<file path="src/rtl/nlfsr_pkg.sv">
// Shared types and constants for the NLFSR controller.
//   nlfsr_state_t : controller phase (IDLE, LOAD, INIT, RUN)
//   NLFSR_LEN     : length of the external NLFSR in bits
//   cnt_width()   : phase counter width large enough for every phase length
package nlfsr_pkg;

    localparam int NLFSR_LEN = 17;

    typedef enum logic [1:0] {
        ST_IDLE = 2'd0,
        ST_LOAD = 2'd1,
        ST_INIT = 2'd2,
        ST_RUN  = 2'd3
    } nlfsr_state_t;

    // Width that holds the longest phase length (seed load, init or word
    // collection) without wrapping.
    function automatic int cnt_width(input int init_cycles, input int word_w);
        int m;
        m = NLFSR_LEN;
        if (init_cycles > m) m = init_cycles;
        if (word_w > m) m = word_w;
        return $clog2(m + 1);
    endfunction

endpackage

</file>
<file path="src/rtl/bit_collector.sv">
// Serial-to-parallel collector for the NLFSR output stream.
// Ports:
//   clk, rst      : clock, asynchronous active-high reset
//   clear         : empty the shift register (stop or new seed)
//   clr_overrun   : clear the sticky overrun flag (new seed)
//   sample_en     : sample 'sample' this cycle
//   sample        : serial input bit (NLFSR a0)
//   rnd_ready     : consumer accepts rnd_data when rnd_valid is high
//   rnd_data      : collected word, first sampled bit in the MSB
//   rnd_valid     : rnd_data holds an unaccepted word
//   overrun       : sticky, set when a sampled bit had to be discarded
module bit_collector #(
    parameter int WORD_W = 32,
    parameter int CNT_W  = 7
) (
    input  logic              clk,
    input  logic              rst,
    input  logic              clear,
    input  logic              clr_overrun,
    input  logic              sample_en,
    input  logic              sample,
    input  logic              rnd_ready,
    output logic [WORD_W-1:0] rnd_data,
    output logic              rnd_valid,
    output logic              overrun
);

    logic [WORD_W-1:0] shreg_q;
    logic [CNT_W-1:0]  cnt_q;
    logic              full;
    logic              accept;
    logic              out_free;

    assign full     = (cnt_q == CNT_W'(WORD_W));
    assign accept   = rnd_valid && rnd_ready;
    // The output register can take a new word if it is empty or its
    // current word leaves on this same edge.
    assign out_free = !rnd_valid || rnd_ready;

    always_ff @(posedge clk or posedge rst) begin
        if (rst) begin
            shreg_q   <= '0;
            cnt_q     <= '0;
            rnd_data  <= '0;
            rnd_valid <= 1'b0;
            overrun   <= 1'b0;
        end else begin
            if (accept) begin
                rnd_valid <= 1'b0;
            end
            if (clr_overrun) begin
                overrun <= 1'b0;
            end

            // Clearing wins over a transfer: an aborted word is dropped,
            // while a word already in rnd_data stays until accepted.
            if (clear) begin
                shreg_q <= '0;
                cnt_q   <= '0;
            end else if (full && out_free) begin
                rnd_data  <= shreg_q;
                rnd_valid <= 1'b1;
                // Restart with this cycle's bit so no sample is lost.
                if (sample_en) begin
                    shreg_q <= {{(WORD_W-1){1'b0}}, sample};
                    cnt_q   <= CNT_W'(1);
                end else begin
                    shreg_q <= '0;
                    cnt_q   <= '0;
                end
            end else if (full) begin
                // Output held and collector full: keep the collected word,
                // drop the new bit and flag it.
                if (sample_en) begin
                    overrun <= 1'b1;
                end
            end else if (sample_en) begin
                shreg_q <= {shreg_q[WORD_W-2:0], sample};
                cnt_q   <= cnt_q + CNT_W'(1);
            end
        end
    end

endmodule

</file>
<file path="src/rtl/nlfsr_ctrl.sv">
// Controller for an external 17-bit NLFSR random generator.
// Seeds the NLFSR serially, runs the init phase, then collects the output
// bit stream into WORD_W-bit words with a valid/ready interface.
// Ports:
//   clk, rst              : clock, asynchronous active-high reset
//   seed, seed_valid/ready: seed handshake (accepted only in IDLE)
//   stop                  : abort to IDLE (wins over a seed handshake)
//   load, d1              : NLFSR serial seed load select and data bit
//   init                  : NLFSR init-phase select
//   nlfsr_ce              : NLFSR warbler-injection enable
//   a0                    : NLFSR output bit
//   rnd_data, rnd_valid/ready : collected word handshake
//   overrun               : sticky, RUN bits were discarded
//   busy                  : controller not in IDLE
module nlfsr_ctrl
    import nlfsr_pkg::*;
#(
    parameter int INIT_CYCLES = 68,
    parameter int WORD_W      = 32
) (
    input  logic                 clk,
    input  logic                 rst,
    input  logic [NLFSR_LEN-1:0] seed,
    input  logic                 seed_valid,
    output logic                 seed_ready,
    input  logic                 stop,
    output logic                 load,
    output logic                 d1,
    output logic                 init,
    output logic                 nlfsr_ce,
    input  logic                 a0,
    output logic [WORD_W-1:0]    rnd_data,
    output logic                 rnd_valid,
    input  logic                 rnd_ready,
    output logic                 overrun,
    output logic                 busy
);

    localparam int CNT_W = cnt_width(INIT_CYCLES, WORD_W);

    nlfsr_state_t         state_q, state_d;
    logic [CNT_W-1:0]     cnt_q, cnt_d;
    logic [NLFSR_LEN-1:0] seed_sr_q, seed_sr_d;
    logic                 load_d, d1_d, init_d, ce_d;
    logic                 seed_acc;
    logic                 sample_en;

    assign seed_acc  = seed_valid && seed_ready && (state_q == ST_IDLE) && !stop;
    assign sample_en = (state_q == ST_RUN) && !stop;

    // Next state and next registered outputs.
    always_comb begin
        state_d   = state_q;
        cnt_d     = cnt_q;
        seed_sr_d = seed_sr_q;
        load_d    = 1'b0;
        d1_d      = 1'b0;
        init_d    = 1'b0;
        ce_d      = 1'b0;

        if (stop) begin
            state_d = ST_IDLE;
            cnt_d   = '0;
        end else begin
            case (state_q)
                ST_IDLE: begin
                    if (seed_acc) begin
                        // seed[0] is driven on the first LOAD cycle; the
                        // remaining bits are shifted out LSB first.
                        state_d   = ST_LOAD;
                        cnt_d     = '0;
                        load_d    = 1'b1;
                        d1_d      = seed[0];
                        seed_sr_d = {1'b0, seed[NLFSR_LEN-1:1]};
                    end
                end
                ST_LOAD: begin
                    if (cnt_q == CNT_W'(NLFSR_LEN - 1)) begin
                        state_d = ST_INIT;
                        cnt_d   = '0;
                        init_d  = 1'b1;
                        ce_d    = 1'b1;
                    end else begin
                        cnt_d     = cnt_q + CNT_W'(1);
                        load_d    = 1'b1;
                        d1_d      = seed_sr_q[0];
                        seed_sr_d = seed_sr_q >> 1;
                    end
                end
                ST_INIT: begin
                    ce_d = 1'b1;
                    if (cnt_q == CNT_W'(INIT_CYCLES - 1)) begin
                        state_d = ST_RUN;
                        cnt_d   = '0;
                    end else begin
                        cnt_d  = cnt_q + CNT_W'(1);
                        init_d = 1'b1;
                    end
                end
                ST_RUN: begin
                    ce_d = 1'b1;
                end
                default: begin
                    state_d = ST_IDLE;
                    cnt_d   = '0;
                end
            endcase
        end
    end

    // State and output register stage.
    always_ff @(posedge clk or posedge rst) begin
        if (rst) begin
            state_q    <= ST_IDLE;
            cnt_q      <= '0;
            seed_sr_q  <= '0;
            load       <= 1'b0;
            d1         <= 1'b0;
            init       <= 1'b0;
            nlfsr_ce   <= 1'b0;
            seed_ready <= 1'b1;
            busy       <= 1'b0;
        end else begin
            state_q    <= state_d;
            cnt_q      <= cnt_d;
            seed_sr_q  <= seed_sr_d;
            load       <= load_d;
            d1         <= d1_d;
            init       <= init_d;
            nlfsr_ce   <= ce_d;
            seed_ready <= (state_d == ST_IDLE);
            busy       <= (state_d != ST_IDLE);
        end
    end

    bit_collector #(
        .WORD_W (WORD_W),
        .CNT_W  (CNT_W)
    ) u_collector (
        .clk         (clk),
        .rst         (rst),
        .clear       (stop || seed_acc),
        .clr_overrun (seed_acc),
        .sample_en   (sample_en),
        .sample      (a0),
        .rnd_ready   (rnd_ready),
        .rnd_data    (rnd_data),
        .rnd_valid   (rnd_valid),
        .overrun     (overrun)
    );

endmodule

</file>
<file path="config.mk">
export PLATFORM = sky130hd
export DESIGN_NAME = nlfsr_ctrl
export DESIGN_NICKNAME = d
export VERILOG_FILES = /design/src/rtl/nlfsr_pkg.sv /design/src/rtl/bit_collector.sv /design/src/rtl/nlfsr_ctrl.sv
export SDC_FILE = /design/constraint.sdc
export NUM_CORES = 1
export LEC_CHECK = 0
export ABC_AREA = 1
export BUFFER_PORTS_ARGS = -buffer_cell sky130_fd_sc_hd__buf_2
export CAP_MARGIN = 20
export CORE_ASPECT_RATIO = 1.25
export CORE_MARGIN = 3
export CORE_UTILIZATION = 35
export CTS_CLUSTER_SIZE = 14
export DETAILED_ROUTE_END_ITERATION = 7
export GPL_ROUTABILITY_DRIVEN = 0
export PLACE_DENSITY_LB_ADDON = 0.3
export SKIP_CTS_REPAIR_TIMING = 1
export SYNTH_ARGS = -nofsm -noshare
export SYNTH_HDL_FRONTEND = slang
export SYNTH_HIERARCHICAL = 1
export SYNTH_SLANG_ARGS = --single-unit
</file>
<file path="constraint.sdc">
create_clock -name clk -period 2.9 [get_ports clk]
set_clock_uncertainty 0.15 [all_clocks]
set_input_delay 0.58 -clock clk [delete_from_list [all_inputs] [get_ports clk]]
set_output_delay 0.58 -clock clk [all_outputs]
set_load 0.005 [all_outputs]
</file>
======== After elaboration in Yosys (flattened, before gate mapping) ========
Cells that the tools add are included.
storage, ports and cells
  register bits after elaboration ......... 105
  bits of input ports ..................... 23
cells by class
  add/subtract/negate cells ............... 2
  eq/ne operators ......................... 10
  multiplexer cells ....................... 45
  bitwise gates (word level) .............. 2
  reduce and logical (&&, ||, !) cells .... 21
operators with widths
  cell                                                  count
  two-way mux 32 bit                                    4
  two-way mux 7 bit                                     8
  two-way mux 17 bit                                    2
  one-hot mux 17 bit (2 select lines)                   1
  one-hot mux 7 bit (3 select lines)                    1
  two-way mux 1 bit                                     20
  adder 7 x 1 -> 7 bit (second input constant)          2
  two-way mux 2 bit                                     4
  one-hot mux 1 bit (2 select lines)                    4
  equality test 7 x 5 -> 1 bit (second input constant)  1
  equality test 7 x 6 -> 1 bit (second input constant)  1
  equality test 7 bit (second input constant)           1
  logical AND 1 bit                                     6
  one-hot mux 2 bit (3 select lines)                    1
  AND reduction 2 bit                                   3
  equality test 2 bit (second input constant)           2
  zero test 2 bit                                       2
  != test 2 bit (second input constant)                 2
  AND reduction 4 bit                                   1
  nonzero test 2 bit                                    2
  nonzero test 4 bit                                    1
  != test 3 x 2 -> 1 bit (second input constant)        1
  != test 3 bit (second input constant)                 1
  nonzero test 3 bit                                    1
  5 further kinds                                       8

======== Depth between registers and ports, before layout ========
Gate-level depths: netlist of run 1.
  depth after elaboration ................. 8
  gate-level depth with buffers ........... 12
  gate-level depth less buffers ........... 12

======== Cells and area by module ========
The synthesis of run 1 kept the hierarchy.
by module, submodules not included
  module         instances  cells an instance  area each (µm²)  seq. area each (µm²)
  bit_collector  1          314                3203.1           1826.8
  nlfsr_ctrl     1          219                1764.2           777.0

======== Worst setup path after synthesis of run 1 ========
Ideal clock, no wire load.
  kind .................................... register to register
  start ................................... register state_q[0]
  end ..................................... register u_collector.rnd_data[28]
  arrival ................................. 1.715 ns
  slack ................................... 0.961 ns
  cell stages (with the launch flop) ...... 10
  path buffers ............................ 1
  cells stage by stage .................... dfrtp_1 inv_1 ha_1 nand3_1 nand2_1 clkinv_1 nand2_4 buf_6 nand2_1 o21ai_2
on the way
  cells in the longest elaborated chain, start to end .. 6
RTL lines
  element                               line                 source
  from (decl)                           nlfsr_ctrl.sv:41     nlfsr_state_t state_q, state_d;
  from (signal assigned)                nlfsr_ctrl.sv:124    state_q <= state_d;
  zero test 2 bit                       nlfsr_ctrl.sv:48     assign seed_acc = seed_valid && seed_ready && (state_q == ST_IDLE) && !stop;
  logical AND 1 bit (2 in a row)        nlfsr_ctrl.sv:48
  logical OR 1 bit                      nlfsr_ctrl.sv:142    .clear (stop || seed_acc),
  inverter 1 bit (no source line)       n/a
  AND reduction 2 bit (no source line)  n/a
  to (signal assigned)                  bit_collector.sv:61  rnd_data <= shreg_q;
  to (decl)                             bit_collector.sv:23  output logic [WORD_W-1:0] rnd_data,
Every way passes these cells.
A chain may end at the register's enable or synchronous reset.

======== Worst setup path after layout of run 1 ========
  start ................................... register state_q[1]
  end ..................................... register u_collector.rnd_data[26]
The elaborated chain is that of the path after synthesis.

==> out/results.txt, run 1 <==
Post-synth EDFFs -> 0
CP Data Arrival Time -> 2.52 ns
Compound-Gate Fraction of Synth Area -> 0.144
Avg WL per Cell -> 12.6 um
vias -> 3,616
CTS tree -> yes
# H-tree levels -> 3
HP Class -> in2async
Die H -> 139 um
Residual DRC -> 0
ant diodes -> 0
final cell count without fillers -> 769
Synth Area in Adders -> 0.0202
Worst Path Required -> 3.02 ns
Synth Cell Area -> 4970 um2
Starting DRT DRC Count -> 185
Worst IR Drop VDD -> 294 uV
final core occ -> 0.410
Worst R2R Setup Slack -> 0.50 ns
nets -> 621
top_reg_cell synth -> dfrtp_1
Detailed Place HPWL -> 6720 um
CTS max path bufs -> 2
Hold Violations, Final -> 0
Yosys top cell by area -> dfrtp_1
CTS root buffer -> clkbuf_16
Die X -> 113 um
starting density of the core -> 0.358
final WL -> 9680 um
Setup violations, final -> 0
Seq/Total Area, Yosys -> 0.524
grt total ovfl -> 0
CTS Buf Count -> 9
Synth top cells by count -> 107 x nand2_1, 103 x dfrtp_1, 76 x inv_1
Synth Area in Simple Gates -> 0.198
number of synthesized register bits -> 104
xor and xnor area share after synthesis -> 0.00882
unrepaired setup endpoints after global routing -> no
max-slew violation count -> 0
dpl cells -> 754
pwr dens -> 567 nW/um2
vias in the first global route -> 3,655
top cells by area, synth -> dfrtp_1 52%, o21ai_2 8.1%, nand2_1 8.1%
Pleak -> 2.75 nW
Max Fclk -> 417 MHz
most common cell in the netlist -> nand2_1
largest family of logic cells by synthesized area -> simple AND/OR/NAND/NOR gates
slew of the pin with the lowest slew margin -> 0.781 ns
post-synth top area share -> 0.519
largest net degree at the start of global routing -> 74
PortBufs -> 62
Synth Net Count -> 564
RR Startpoint -> state_q[1]
initial antenna violation count -> 1
layout cell share with drive strength beyond 1 -> 0.264
Avg Cell Area, Syn -> 9.32 um2
GRT Overall Usage -> 0.130
Area growth, synth to finish -> 14.5%
Synth Instances -> 533
First-pass DRT Iterations -> 6
element type at the critical path start -> flop
setup_tns -> 0 ns
first-pass GRT wire length -> 16,900 um
Final Cycle Share -> 0.827
clock edge transition at the registers on the reported setup and hold paths -> 0.07 ns
reg2reg path depth -> 9
warnings from Yosys -> 6
share of synthesized area spent on multiplexers -> 0
Synth cell types -> 33
Sink Count -> 104
Critical Setup Path Class -> reg2reg
status -> finished, final reports clean
Via density -> 4.70
Core ar. -> 13,900 um2
clock latency at the later pin of the worst-skew pair -> 0.35 ns
number of I/O pins -> 63
Final Critical Period -> 2.40 ns
Antenna Nets Post-Route -> 0
RR Endpoint -> u_collector/rnd_data[26]
fillcell total -> 1,389
total power -> 3.22 mW
worst relative slew slack -> 0.479
die area -> 15,700 um2
Std-Cell Rows -> 48
Synth async-reset ratio -> 1.00
Max Cap Violations -> 0
Critical Path Fanout Max -> 23
Crit. End Element -> flop
-- report_power, final --
part | internal, mW | switching (mW)
registers | 1.54 | 0.0375
logic | 0.132 | 0.211
clock network | 0.759 | 0.538
total | 2.44 | 0.787
-- worst max-delay path by stage --
stage,startpoint,end,slack (ns),depth (start not counted)
floorplan,rst,u_collector/cnt_q[0],0.32,1
global placement,state_q[0],u_collector/rnd_data[26],0.57,9
detailed placement,state_q[1],u_collector/rnd_data[28],0.50,9
CTS,state_q[1],u_collector/rnd_data[28],0.48,9
global route,state_q[1],u_collector/rnd_data[28],0.27,9
finish,state_q[1],u_collector/rnd_data[26],0.50,9
-- cells in the final DEF (no fill, tap or decap), types with 2 or more instances in the layout --
cell         n
buf_12       3
clkinv_4     2
nor2_2       2
o21ai_0     24
clkbuf_16    9
dfrtp_1    103
a21oi_1      5
nand3_4      2
nand4_1      7
buf_4        3
bufinv_16    2
o21ai_2     46
nand3_1     45
inv_1       75
nor2_4       3
nand2_2      9
nand2_4      2
nand2_1    107
o21ai_1     29
xor2_1       4
nor3_1       5
ha_1         8
inv_2        4
buf_2       62
nor2_1      21
-- state kept, by name (all words and copies together), names as in the netlist --
name,cells
busy,1
state_q,2
seed_ready,1
u_collector/overrun,1
seed_sr_q,16
d1,1
u_collector/rnd_valid,1
init,1
nlfsr_ce,1
u_collector/cnt_q,7
u_collector/rnd_data,32
u_collector/shreg_q,32
cnt_q,7
load,1
-- logic make-up (layout without fill, tap and decap cells) --
| logic type | count (synthesis) | after routing |
|---|---|---|
| AND/OR/NAND/NOR | 206 | 206 |
| AO/OA/AOI/OAI | 107 | 107 |
| flip-flops | 104 | 104 |
| buffers and inverters | 103 | 164 |
| adder cells (fa/ha/maj) | 8 | 8 |
| XOR/XNOR | 5 | 5 |
-- layout make-up --
| class | instances | area [um2] | share of cell area |
|---|---|---|---|
| tap | 175 | 219 | 0.0385 |
| clock buffer | 9 | 225 | 0.0396 |
| timing repair buffer | 68 | 393 | 0.0691 |
| multi-input combinational | 326 | 1850 | 0.325 |
| sequential | 104 | 2600 | 0.458 |
| clock inverter | 6 | 93.8 | 0.0165 |
| inverter | 81 | 307 | 0.0539 |
-- critical path, stage by stage, from the launching register on --
cell	delay [ns]
dfrtp_1	0.40
inv_1	0.11
ha_1	0.29
nand3_1	0.14
nand2_1	0.15
clkinv_1	0.27
nand2_4	0.38
buf_4	0.29
nand2_1	0.09
o21ai_2	0.05
-- metrics by stage --
step / worst slack, ns / hold WS, ns / cell area [um2]
global route: 0.266 / 0.202 / 5690
finish: 0.500 / 0.154 / 5690
detailed placement: 0.497 / 0.313 / 5370
CTS: 0.485 / 0.181 / 5690
global placement: 0.572 / 0.313 / 5370
floorplan: 0.317 / 0.315 / 4970
-- routing by layer --
metal	global-route usage	routed length, um	vias to the layer above
met1	0.166	4440	1705
met3	0.0292	493	14
met5	0	9	-
met4	0.0589	148	2
met2	0.210	4580	77
li1	-	-	1818
Power figures use the tool's default switching activity.
==> run 2: changes to the inputs <==
Clock period 2.9 ns to 2.3 ns, I/O delays scaled along.
==> run 2 against run 1 <==
Effect of this change:
- final area is 0.79% higher
- combinational power rose by 27%
- utilization is 0.32 points higher
- critical endpoint is now u_collector/shreg_q[10]
- critical path depth unchanged
- flip-flop and latch count unchanged
- clock power up 17%
- die area stayed put
- final cell count up 0.78%
- global-route usage increased by 0.33 points
- critical path type unchanged
- sequential share of layout area fell by 0.36 points
- non-clock buffer count rose by 5
==> out/results.txt, run 2 (synthesis results as in run 1) <==
Final Cycle Share -> 0.925
Via density -> 4.71
Pleak -> 2.77 nW
Die X -> 113 um
Max Cap Violations -> 0
total power -> 3.95 mW
commonest cells after routing, fill and taps aside -> 107 x nand2_1, 103 x dfrtp_1, 75 x inv_1
Starting DRT DRC Count -> 155
CTS Buf Count -> 9
reg2reg path depth -> 9
status -> finished, final reports clean
P_int -> 2.91 mW
Worst R2R Setup Slack -> 0.17 ns
layout cell share with drive strength beyond 1 -> 0.272
Net Sw Frac -> 0.263
Max Fclk -> 470 MHz
Antenna Nets Post-Route -> 0
HP Class -> in2async
Die H -> 139 um
Worst IR Drop VDD -> 563 uV
Core ar. -> 13,900 um2
element type at the critical path start -> flop
most common cell after layout, fill and taps aside -> nand2_1
Sink Count -> 104
RR Endpoint -> u_collector/shreg_q[10]
die area -> 15,700 um2
Crit path largest cell delay -> 0.59 ns
RR Startpoint -> u_collector/cnt_q[0]
Std-Cell Rows -> 48
register area -> 2600 um2
slew of the pin with the lowest slew margin -> 0.774 ns
ant diodes -> 0
number of I/O pins -> 63
CTS root buffer -> clkbuf_16
Avg WL per Cell -> 12.6 um
nets -> 626
Flop pwr share -> 0.504
Setup violations, final -> 0
vias -> 3,651
CP dominant cell by count -> inv_1
setup_tns -> 0 ns
Hold Violations, Final -> 0
worst relative slew slack -> 0.483
CTS tree -> yes
PortBufs -> 62
final hold slack -> 0.0545 ns
clock latency at the later pin of the worst-skew pair -> 0.35 ns
final WL -> 9800 um
largest registers -> u_collector/rnd_data (32), u_collector/shreg_q (32), seed_sr_q (16)
max-slew violation count -> 0
clock edge transition at the registers on the reported setup and hold paths -> 0.08 ns
Final Critical Period -> 2.13 ns
initial antenna violation count -> 1
CTS max path bufs -> 2
CP Data Arrival Time -> 2.25 ns
Critical Path Fanout Max -> 35
Worst Path Required -> 2.42 ns
Clk pwr share -> 0.386
starting density of the core -> 0.358
First-pass DRT Iterations -> 4
unrepaired setup endpoints after global routing -> yes
Detailed Place HPWL -> 6850 um
# H-tree levels -> 3
vias in the first global route -> 3,691
Crit. End Element -> flop
GRT Overall Usage -> 0.133
grt total ovfl -> 0
pwr dens -> 689 nW/um2
largest net degree at the start of global routing -> 74
first-pass GRT wire length -> 17,300 um
fillcell total -> 1,362
Comb pwr share -> 0.110
Area growth, synth to finish -> 15.4%
area occupied by multi-input gates -> 1850 um2
Residual DRC -> 0
CP max stage cell -> nor2_4
Critical Setup Path Class -> reg2reg
critical-path cell list -> inv_1, ha_1, nand2_1, inv_1, nand3_4, nor2_8, nor2_4, nand3_1, o21ai_1
NetSw -> 1.04 mW
[run 2: final cells by class]
| class | instances | share of cell area |
|---|---|---|
| flip-flops and latches | 104 | 0.454 |
| multi-input cells | 326 | 0.322 |
| repair buffers | 73 | 0.0795 |
| inverters | 81 | 0.0541 |
| clock buffers | 10 | 0.0417 |
| well taps | 175 | 0.0382 |
| clock inverters | 6 | 0.0103 |
[run 2: worst max-delay path by stage]
stage	start	end	cells after the start	slack [ns]
6_report	u_collector/cnt_q[0]	u_collector/shreg_q[10]	9	0.17
4_1_cts	u_collector/cnt_q[0]	u_collector/shreg_q[10]	9	0.14
5_1_grt	state_q[0]	u_collector/shreg_q[31]	7	-0.04
3_5_place_dp	u_collector/cnt_q[0]	u_collector/shreg_q[15]	9	0.19
2_1_floorplan	state_q[0]	u_collector/rnd_data[28]	9	0.36
3_3_place_gp	state_q[0]	u_collector/rnd_data[14]	9	0.29
[run 2: critical path: cells and delay by family, from the launching register on]
family / cells / cell delay [ns]
adders and majority gates: 1 / 0.19
AOI/OAI and AO/OA: 1 / 0.12
DFF: 1 / 0.41
and+or+nand+nor: 5 / 1.03
buffers and inverters: 2 / 0.13
[run 2: layer usage]
metal,GRT usage,wire (um)
met1,0.170,4420
met2,0.218,4870
met3,0.0358,338
met4,0.0462,167
met5,0,13
[run 2: power groups by stage]
| stage | clock [mW] | sequential (mW) | combinational (mW) |
|---|---|---|---|
| after floorplan | 0 | 2.02 | 0.330 |
| after global placement | 0 | 2.03 | 0.434 |
| after detailed placement | 0 | 2.03 | 0.446 |
| after CTS | 1.60 | 1.99 | 0.448 |
| after global routing | 1.65 | 2.01 | 0.504 |
| final | 1.52 | 1.99 | 0.435 |
[run 2: per-stage QoR]
step | setup slack, ns | area, um2 | util | cells
final | 0.172 | 5730 | 0.413 | 775
after global routing | -0.0405 | 5730 | 0.413 | 775
after CTS | 0.139 | 5730 | 0.413 | 775
after detailed placement | 0.192 | 5430 | 0.392 | 759
after global placement | 0.285 | 5430 | 0.392 | 759
after floorplan | 0.361 | 4970 | - | 533
